### src/rtl/branch_resolve_queue.sv
// In-order queue of in-flight conditional branches; resolves the oldest entry at execute,
// emits registered predictor feedback and misprediction recovery (flush, redirect PC, repaired GHR).
module branch_resolve_queue #(
  parameter int DEPTH      = 4,
  parameter int ADDR_WIDTH = 32,
  parameter int GHR_LEN    = 8
) (
  input  logic                       clk,
  input  logic                       rst,
  input  logic                       i_push_valid,
  output logic                       o_push_ready,
  input  logic [ADDR_WIDTH-1:0]      i_push_pc,
  input  logic                       i_push_prediction,
  input  logic [ADDR_WIDTH-1:0]      i_push_recovery,
  input  logic [GHR_LEN-1:0]         i_push_ghr,
  input  logic                       i_res_valid,
  input  logic                       i_res_taken,
  input  logic                       i_ext_flush,
  output logic                       o_fb_valid,
  output logic [ADDR_WIDTH-1:0]      o_fb_pc,
  output logic                       o_fb_prediction,
  output logic                       o_fb_outcome,
  output logic                       o_mispredict,
  output logic [ADDR_WIDTH-1:0]      o_redirect_pc,
  output logic [GHR_LEN-1:0]         o_ghr_restore,
  output logic [$clog2(DEPTH):0]     o_count,
  output logic                       o_underflow
);
  localparam int PW = $clog2(DEPTH);
  localparam int CW = PW + 1;

  logic [ADDR_WIDTH-1:0] pc_mem  [DEPTH];
  logic                  pred_mem[DEPTH];
  logic [ADDR_WIDTH-1:0] rec_mem [DEPTH];
  logic [GHR_LEN-1:0]    ghr_mem [DEPTH];

  logic [PW-1:0] head_q, head_d, tail_q, tail_d;
  logic [CW-1:0] count_q, count_d;

  logic                  fb_valid_q, fb_pred_q, fb_out_q, mis_q, uflow_q;
  logic [ADDR_WIDTH-1:0] fb_pc_q, redir_q;
  logic [GHR_LEN-1:0]    ghr_q;

  logic                  res_acc, push_acc, mis, kill;
  logic                  head_pred;
  logic [ADDR_WIDTH-1:0] head_pc, head_rec;
  logic [GHR_LEN-1:0]    head_ghr;

  assign head_pc   = pc_mem[head_q];
  assign head_pred = pred_mem[head_q];
  assign head_rec  = rec_mem[head_q];
  assign head_ghr  = ghr_mem[head_q];

  // Ready comes from the registered count only; a same-cycle resolve does not free a slot early.
  assign o_push_ready = (count_q != CW'(DEPTH));
  assign res_acc      = i_res_valid & (count_q != '0);
  assign mis          = res_acc & (i_res_taken != head_pred);
  assign kill         = i_ext_flush | mis;
  assign push_acc     = i_push_valid & o_push_ready & ~kill;

  always_comb begin
    head_d  = head_q;
    tail_d  = tail_q;
    count_d = count_q;
    if (kill) begin
      head_d  = '0;
      tail_d  = '0;
      count_d = '0;
    end else begin
      if (push_acc) tail_d = tail_q + PW'(1);
      if (res_acc)  head_d = head_q + PW'(1);
      case ({push_acc, res_acc})
        2'b10:   count_d = count_q + CW'(1);
        2'b01:   count_d = count_q - CW'(1);
        default: count_d = count_q;
      endcase
    end
  end

  always_ff @(posedge clk) begin
    if (rst) begin
      head_q     <= '0;
      tail_q     <= '0;
      count_q    <= '0;
      fb_valid_q <= 1'b0;
      mis_q      <= 1'b0;
      redir_q    <= '0;
      ghr_q      <= '0;
      uflow_q    <= 1'b0;
    end else begin
      head_q     <= head_d;
      tail_q     <= tail_d;
      count_q    <= count_d;
      fb_valid_q <= res_acc;
      // An external flush owns the redirect; the branch only reports feedback.
      mis_q      <= mis & ~i_ext_flush;
      if (mis && !i_ext_flush) begin
        redir_q <= head_rec;
        ghr_q   <= {head_ghr[GHR_LEN-2:0], i_res_taken};
      end
      if (i_res_valid && count_q == '0) uflow_q <= 1'b1;
    end
  end

  always_ff @(posedge clk) begin
    if (push_acc) begin
      pc_mem[tail_q]   <= i_push_pc;
      pred_mem[tail_q] <= i_push_prediction;
      rec_mem[tail_q]  <= i_push_recovery;
      ghr_mem[tail_q]  <= i_push_ghr;
    end
    if (res_acc) begin
      fb_pc_q   <= head_pc;
      fb_pred_q <= head_pred;
      fb_out_q  <= i_res_taken;
    end
  end

  assign o_fb_valid      = fb_valid_q;
  assign o_fb_pc         = fb_pc_q;
  assign o_fb_prediction = fb_pred_q;
  assign o_fb_outcome    = fb_out_q;
  assign o_mispredict    = mis_q;
  assign o_redirect_pc   = redir_q;
  assign o_ghr_restore   = ghr_q;
  assign o_count         = count_q;
  assign o_underflow     = uflow_q;

endmodule

### config.mk
export PLATFORM = sky130hd
export DESIGN_NAME = branch_resolve_queue
export DESIGN_NICKNAME = d
export VERILOG_FILES = /design/src/rtl/branch_resolve_queue.sv
export SDC_FILE = /design/constraint.sdc
export NUM_CORES = 1
export LEC_CHECK = 0
export CAP_MARGIN = 15
export CORE_UTILIZATION = 55
export CTS_CLUSTER_DIAMETER = 120
export DETAILED_ROUTE_END_ITERATION = 10
export PLACE_DENSITY = 0.79
export SETUP_SLACK_MARGIN = 0.4
export SLEW_MARGIN = 10
export SYNTH_ARGS = -nofsm -noshare
export SYNTH_HDL_FRONTEND = slang
export SYNTH_SLANG_ARGS = --single-unit
export TNS_END_PERCENT = 20
### constraint.sdc
create_clock -name clk -period 4.2 [get_ports clk]
set_input_delay 0.84 -clock clk [delete_from_list [all_inputs] [get_ports clk]]
set_output_delay 0.84 -clock clk [all_outputs]
set_load 0.05 [all_outputs]
==> impl_results.md, run 1 <==
- Outcome: completed
- Async S/R FF share, synth: 0%
- Final WS setup: 1.074 ns
- Required @ worst endpoint: 4.55 ns
- Synthesized cell area: 0.01349 mm2
- Final setup violating endpoints: 0
- Final non-filler cell total: 1179
- First-pass GRT wire length: 40.46 mm
- Multi-input gate area: 0.002629 mm2
- R2R cell count: 5
- CTS tree: yes
- WS Path Type: primary input to flop
- Top cells by area, synth: edfxtp_1 (72%), mux4_2 (12%), dfxtp_1 (7.7%)
- Post-Synth XOR/XNOR Area: 0.5008%
- CTS resizes: 0
- Total global routing track utilization: 22.04%
- Syn Inst Count: 660
- Synthesized-area fraction occupied by adder cells: 0.6121%
- Clock latency at the later pin of the worst-skew pair: 0.50 ns
- Synth top area share: 71.67%
- Peak supply drop: 261.5 uV
- Finished Cell Area: 0.01660 mm2
- Final Critical Period: 3.126 ns
- Drt first pass iters: 5
- Worst rel slew slack: 26.07%
- DR WL/cell: 22.52 um
- Cell total after placement: 1114
- Register area share after synthesis: 79.38%
- Clock Sinks: 374
- Vias: 6799
- Pins Over Slew Limit: 0
- Pre-CTS setup slack: 0.5655 ns
- Largest family of logic cells by synthesized area: multiplexers
- Initial Utilization: 56.80%
- Yosys cell types: 31
- CP Max Fanout: 41
- Hold Vio Cnt, Final: 0
- Max-cap violations: 0
- Vias in the first global route: 7207
- Clock buffer count from CTS: 37
- Die ar.: 0.02516 mm2
- WP data arrival: 3.48 ns
- Yosys warnings: 0
- Skew final: 0.007676 ns
- PwrDens: 446.0 mW/mm2
- Most frequent cells in the layout: edfxtp_1 (322), clkdlybuf4s50_1 (157), mux4_2 (72)
- Core footprint: 0.02375 mm2
- Highest Clock Rate: 0.3199 GHz
- Compound-gate portion of the synthesized area: 3.608%
- Synth area leader: edfxtp_1
- Final worst-path cycle share: 74.42%
- Worst-path clk slew: 0.06 ns
- Synthesized area per cell: 20.44 um2
- Post-synthesis simple-gate area fraction: 2.430%
- Drt via density: 5.767
- Final WL: 26.55 mm
- Area Growth Syn to Fin: 23.05%
- Largest net degree at the start of global routing: 75
- 1st-iter DRT viols: 454
- Setup repair bufs after CTS: 0
- Die Ht: 158.6 um
- Worst Setup End Kind: flop
- PortBufs: 158
- Number of synthesized flops with an enable pin: 322
- Least-Margin Pin Slew: 1.109 ns
- Top-Level Pins: 160
- Primary FF master, synth: edfxtp_1
- Hold Path Class: flop to flop
- Share of cells above drive strength 1: 17.58%
- CTS root buffer: clkbuf_16
- Multiplexer share of the synthesized area: 12.02%
- Commonest non-fill, non-tap cell in the layout: edfxtp_1
- DRC violations left: 0
- Initial antenna violation count: 1
- Total global routing overflow: 0
- Synth Register Bits: 374
- Worst Hold Depth: 2
- Clock Tree Buf Depth: 3
- Setup TNS: 0 ns
- R2R setup slack: 1.34 ns
- Row Count: 56
- H-tree levels: 2
- CP Launch Type: primary input
- GP Congestion: 0.8017
- Leak: 5.154 nW
- Antenna viol nets, final: 0
- RSZ-0062 raised after global routing: false
- # hold bufs at CTS: 0
- Chip Width: 158.6 um
- Register Area: 0.01072 mm2
- Fin nets: 919
- Post-synth net total: 745
- Filler cell count: 1426
- Detailed placement HPWL: 15.48 mm
- Dpl cell area: 0.01552 mm2
-- where the power goes --
part / leakage, nW / total, mW / switching [mW] / internal (mW)
registers: 3.34 / 4.12 / 0.0205 / 4.10
clock network: 0.537 / 2.95 / 1.26 / 1.69
logic: 1.27 / 0.333 / 0.192 / 0.141
-- metal layers --
| layer | vias to the layer above | wire length [um] | GRT usage (%) |
|---|---|---|---|
| li1 | 3019 | - | - |
| met4 | 0 | 525 | 7.555 |
| met1 | 3491 | 10420 | 29.24 |
| met2 | 251 | 13930 | 37.16 |
| met5 | - | 0 | 0 |
| met3 | 38 | 1678 | 3.892 |
-- synth_stat cells (2+ instances only) --
library cell  instances
a21boi_1              3
clkbuf_1             21
ha_1                  5
inv_1                 7
and2_1                4
mux4_2               72
a21oi_1              43
xnor2_1               2
xor2_1                2
buf_4                 3
buf_2                12
nor2_1               10
nor3_1                3
nand2_1               4
o21ai_1              32
nand3_1              40
o21ai_0              11
dfxtp_1              52
edfxtp_1            322
-- flip-flops by register name, indices dropped and copies added, names as in the netlist, named ones only --
register / flops
pc_mem: 128
rec_mem: 128
o_fb_pc: 32
o_redirect_pc: 32
ghr_mem: 28
o_ghr_restore: 8
pred_mem: 4
o_count: 3
head_q: 2
tail_q: 2
o_fb_outcome: 1
o_fb_prediction: 1
o_fb_valid: 1
o_mispredict: 1
o_underflow: 1
-- critical path, cell delays in order --
cell             delay [ns]
clkdlybuf4s50_1        0.53
o31ai_4                0.16
inv_2                  0.35
buf_4                  0.41
nand2b_2               0.59
o21ai_0                0.44
a21oi_1                0.12
-- cells by family (layout without fill, tap and decap cells) --
group | Yosys count | in the layout
simple gates | 66 | 66
other cells | 0 | 1
mux | 72 | 72
xor+xnor | 6 | 6
buf+inv | 45 | 244
flops | 374 | 374
compound gates | 91 | 91
fa+ha+maj | 6 | 6
-- stage by stage --
step                      power (mW)  hold slack [ns]  utilization (%)
after global routing           7.624           0.4952            69.89
after detailed placement       4.532           0.4662            65.34
after floorplan                4.354           0.4692                -
after global placement         4.512           0.4523            65.34
after CTS                      7.459           0.4741            69.88
final                          7.404           0.4738            69.89
-- final timing paths --
| kind | start | endpoint |
|---|---|---|
| max | i_res_valid | o_redirect_pc[4] |
| min | o_redirect_pc[11] | o_redirect_pc[11] |
| min reg2reg | o_redirect_pc[11] | o_redirect_pc[11] |
| max reg2reg | o_count[2] | pc_mem[1][5] |
-- cell type report --
type                    instances  area share [%]
well taps                     319           2.404
flip-flops and latches        374           64.56
inverters                       8          0.1809
diodes                          1         0.01507
clock buffers                  53           6.180
clock inverters                11          0.3166
repair buffers                172           10.51
multi-input cells             241           15.84
(Power assumes the default switching activity.)
==> inputs of run 2 (changes only) <==
CORE_UTILIZATION = 50   (was 55)
PLACE_DENSITY = 0.75   (was 0.79)
clock period = 2.7 ns   (was 4.2 ns; I/O delays follow)
==> run 2 against run 1 <==
  * The run now ends with design-rule violations left
  * Critical path depth did not move
  * Sequential power up 55%
  * Non-clock buffer count increased by 29
  * Largest cell class unchanged
  * Largest power group unchanged
==> impl_results.md, run 2 (synthesis gave the netlist of run 1 again) <==
- PwrDens: 701.1 mW/mm2
- Total global routing overflow: 0
- Reg-to-reg critical path endpoint: pc_mem[1][18]
- Total global routing track utilization: 19.56%
- CTS tree: yes
- Antenna viol nets, final: 0
- Clock Tree Buf Depth: 3
- Pins Over Slew Limit: 0
- Cell total after placement: 1147
- Required @ worst endpoint: 2.88 ns
- Commonest non-fill, non-tap cell in the layout: edfxtp_1
- Vias: 6831
- WS Path Type: flop to flop
- CP Launch Type: flop
- Core footprint: 0.02628 mm2
- Final WL: 27.19 mm
- Drt via density: 5.558
- CP Max Fanout: 33
- 1st-iter DRT viols: 548
- WP data arrival: 2.62 ns
- Final Critical Period: 2.440 ns
- CTS root buffer: clkbuf_16
- Failing checks: design-rule violations
- Initial Utilization: 51.34%
- Final non-filler cell total: 1229
- Worst rel slew slack: 54.58%
- # hold bufs at CTS: 0
- Worst path bufs/invs: 3
- R2R setup slack: 0.26 ns
- Slowest stage delay, CP: 0.54 ns
- RSZ-0062 raised after global routing: true
- Largest net degree at the start of global routing: 42
- Filler cell count: 1735
- Multi-input gate area: 0.002650 mm2
- Critical Path Sink: pc_mem[1][18]
- PortBufs: 158
- Chip Width: 166.3 um
- Hold Path Class: flop to flop
- Max stage delay cell, worst path: mux4_2
- Least-Margin Pin Slew: 0.6812 ns
- Fin nets: 949
- Outcome: complete, but fails checks
- Peak supply drop: 469.5 uV
- Regs by FF count: pc_mem x128, rec_mem x128
- Clock buffer count from CTS: 38
- Skew final: 0.02629 ns
- Hold Vio Cnt, Final: 0
- Max-cap violations: 0
- Final worst-path cycle share: 90.39%
- GP Congestion: 0.7151
- Worst-path clk slew: 0.06 ns
- Top-Level Pins: 160
- Area Growth Syn to Fin: 28.55%
- CP cell instances: mux4_2, xor2_4, a211oi_4, buf_4, buf_6, and2_4, buf_12
- Worst Setup End Kind: flop
- Final setup violating endpoints: 0
- Die Ht: 166.3 um
- Critical Path Start: pred_mem[2]
- Most frequent cells in the layout: edfxtp_1 (322), clkdlybuf4s50_1 (153), mux4_2 (72)
- Leak: 5.527 nW
- Setup TNS: 0 ns
- Register Area: 0.01073 mm2
- Vias in the first global route: 7168
- Worst path top cell family by delay: multiplexers
- Reg2reg start: pred_mem[2]
- DR WL/cell: 22.12 um
- Share of cells above drive strength 1: 21.50%
- R2R cell count: 7
- Power consumption: 12.16 mW
- Clock Sinks: 374
- Clock latency at the later pin of the worst-skew pair: 0.52 ns
- CP Depth: 7
- DRC violations left: 18
- Highest Clock Rate: 0.4098 GHz
- Hold_ws: 0.4787 ns
- Row Count: 59
- H-tree levels: 2
- Die ar.: 0.02764 mm2
- Initial antenna violation count: 1
- Drt first pass iters: 8
- First-pass GRT wire length: 40.65 mm
- Detailed placement HPWL: 15.49 mm
[run 2: cell count changes in the layout (fill, tap and decap cells not counted), sizes merged, moves of 2 or more]
cell | before | now
buf | 15 | 38
bufinv | 0 | 5
clkdlybuf4s50 | 157 | 153
clkinv | 11 | 14
dlymetal6s2s | 0 | 3
clkbuf | 53 | 55
[run 2: worst register-to-register path, cell delays in order (launching register included)]
cell      delay, ns
edfxtp_1       0.37
mux4_2         0.54
xor2_4         0.19
a211oi_4       0.23
buf_4          0.15
buf_6          0.10
and2_4         0.26
buf_12         0.26
[run 2: where the power goes]
group	internal [mW]	leakage, nW	switching (mW)
combinational	0.260	1.57	0.312
clock	3.14	0.612	2.05
sequential	6.37	3.35	0.0303
total	9.77	5.53	2.39
[run 2: worst min-delay path by stage]
stage	from	endpoint	slack [ns]	cells past startpoint
after global routing	rst	o_redirect_pc[25]	0.49	2
after CTS	o_redirect_pc[27]	o_redirect_pc[27]	0.48	2
after detailed placement	o_redirect_pc[1]	o_redirect_pc[1]	0.47	2
final	o_redirect_pc[27]	o_redirect_pc[27]	0.48	2
after global placement	o_redirect_pc[2]	o_redirect_pc[2]	0.47	2
after floorplan	tail_q[1]	tail_q[1]	0.47	2
[run 2: repair_timing]
action	4_1_cts	5_1_grt
setup buffers	1	4
gates resized for setup	4	13
cloned	0	7
pin swaps	2	3
setup endpoints to repair	238	127
[run 2: routing by layer]
layer | up-vias | global-route usage (%) | wire, um
met5 | - | 0 | 0
met1 | 3514 | 25.27 | 11260
met4 | 0 | 6.159 | 662
li1 | 3084 | - | -
met3 | 47 | 4.290 | 1486
met2 | 186 | 33.30 | 13780
[run 2: per-stage QoR]
| stage | worst slack [ns] | area, um2 | utilization [%] |
|---|---|---|---|
| CTS | 0.3085 | 17100 | 65.07 |
| global placement | -0.01130 | 15840 | 60.26 |
| floorplan | 0.2714 | 13530 | - |
| global route | 0.1856 | 17340 | 65.99 |
| detailed placement | -0.04474 | 15840 | 60.26 |
| finish | 0.2595 | 17340 | 66.00 |
[run 2: final cells by class]
class | instances | share of cell area, %
multi-input cells | 241 | 15.28
well taps | 335 | 2.417
inverters | 8 | 0.2525
clock inverters | 20 | 1.147
clock buffers | 49 | 6.074
flip-flops and latches | 374 | 61.85
diodes | 1 | 0.01443
repair buffers | 201 | 12.97
==> inputs of run 3 (changes only) <==
SETUP_SLACK_MARGIN = 0.1   (was 0.4)
==> run 3 against run 2 <==
  * The run still ends with design-rule violations left
  * Combinational power down 5.9%
  * Final cell count down 1.1%
  * Non-clock buffer count down 13
  * First-iteration DRC count down 13%
  * Routed wire length down 3.0%
  * Core utilization down 1.2 points
  * Critical path type is now flop to primary output
  * Largest power group unchanged
==> impl_results.md, run 3 (synthesis gave the netlist of run 1 again) <==
- Initial Utilization: 51.34%
- Most frequent cells in the layout: edfxtp_1 (322), clkdlybuf4s50_1 (156), mux4_2 (72)
- PwrDens: 712.2 mW/mm2
- Max stage delay cell, worst path: clkdlybuf4s50_1
- Row Count: 59
- Regs by FF count: pc_mem x128, rec_mem x128
- Die ar.: 0.02764 mm2
- CP Max Fanout: 6
- Total global routing track utilization: 19.92%
- Finished Cell Area: 0.01703 mm2
- Total global routing overflow: 0
- CTS tree: yes
- WS Path Type: flop to primary output
- Detailed placement HPWL: 15.82 mm
- Least-Margin Pin Slew: 0.6189 ns
- Antenna viol nets, final: 0
- Commonest non-fill, non-tap cell in the layout: edfxtp_1
- Highest Clock Rate: 0.4065 GHz
- Hold_ws: 0.4819 ns
- Failing checks: design-rule violations
- Largest net degree at the start of global routing: 46
- Clock buffer count from CTS: 38
- Vias: 6818
- CP cell instances: clkdlybuf4s50_1
- DR WL/cell: 21.68 um
- H-tree levels: 2
- Pins Over Slew Limit: 0
- Worst path top cell family by delay: buffers and inverters
- Final WL: 26.36 mm
- Chip Width: 166.3 um
- Peak supply drop: 448.6 uV
- Worst Setup End Kind: primary output
- Final setup violating endpoints: 0
- Hold Vio Cnt, Final: 0
- Core footprint: 0.02628 mm2
- Clock latency at the later pin of the worst-skew pair: 0.51 ns
- Outcome: complete, but fails checks
- RSZ-0062 raised after global routing: false
- Drt via density: 5.607
- PortBufs: 158
- 1st-iter DRT viols: 475
- Dpl cell area: 0.01573 mm2
- Drt first pass iters: 8
- Clock Tree Buf Depth: 3
- Final Critical Period: 2.460 ns
- DRC violations left: 8
- Die Ht: 166.3 um
- Share of cells above drive strength 1: 20.89%
- Worst-path clk slew: 0.06 ns
- Power consumption: 12.13 mW
- Fin nets: 936
- Ant diodes: 0
- Skew final: 0.009770 ns
- WP data arrival: 1.92 ns
- Vias in the first global route: 7340
- Max-cap violations: 0
- Hold Path Class: flop to flop
- Top-Level Pins: 160
- Initial antenna violation count: 0
- CTS root buffer: clkbuf_16
- Worst rel slew slack: 58.74%
- Clock Sinks: 374
- Area Growth Syn to Fin: 26.24%
- Setup TNS: 0 ns
- GP Congestion: 0.7363
- Slowest stage delay, CP: 0.94 ns
- Worst path bufs/invs: 1
- Leak: 5.352 nW
- Final worst-path cycle share: 91.10%
- First-pass GRT wire length: 41.81 mm
- Required @ worst endpoint: 2.16 ns
- CP Launch Type: flop
## run 3: stage by stage
step	utilization [%]	setup slack (ns)	std cells
after floorplan	-	0.1128	660
after global placement	59.87	0.06218	1145
after detailed placement	59.87	0.06464	1145
after CTS	64.72	0.2116	1215
after global routing	64.81	0.1012	1216
final	64.81	0.2402	1216
## run 3: worst paths after layout
kind / depth (start not counted) / end / slack, ns / startpoint
worst max-delay path: 1 / o_count[0] / 0.24 / o_count[0]
worst min-delay path: 2 / o_redirect_pc[16] / 0.48 / o_redirect_pc[16]
worst max register to register: 11 / o_count[2] / 0.28 / pred_mem[2]
worst min register to register: 2 / o_redirect_pc[16] / 0.48 / o_redirect_pc[16]
## run 3: area by class of cell
type	instances	area [um2]
Clock buffer	49	1107
Clock inverter	21	167.7
Fill cell	1767	9249
Inverter	8	32.53
Multi-Input combinational cell	241	2646
Sequential cell	374	10720
Tap cell	335	419.2
Timing Repair Buffer	188	1938
## run 3: per-layer routing
| layer | GRT usage (%) | part of all wire, % |
|---|---|---|
| met1 | 25.80 | 41 |
| met2 | 35.09 | 53 |
| met3 | 2.955 | 4.0 |
| met4 | 5.878 | 1.9 |
| met5 | 0 | 0 |
## run 3: repair_timing
action                     CTS  global route
setup buffers                0             1
hold buffers                 0             0
gates resized for setup      1             4
setup endpoints to repair    1             2
gates cloned                 0             0
pin swaps                    0             4
## run 3: power by group
group | total, mW | leakage [nW] | switching (mW) | internal [mW]
clock network | 5.19 | 0.635 | 2.08 | 3.10
logic | 0.539 | 1.37 | 0.304 | 0.235
registers | 6.40 | 3.35 | 0.0289 | 6.37
total | 12.1 | 5.35 | 2.42 | 9.71
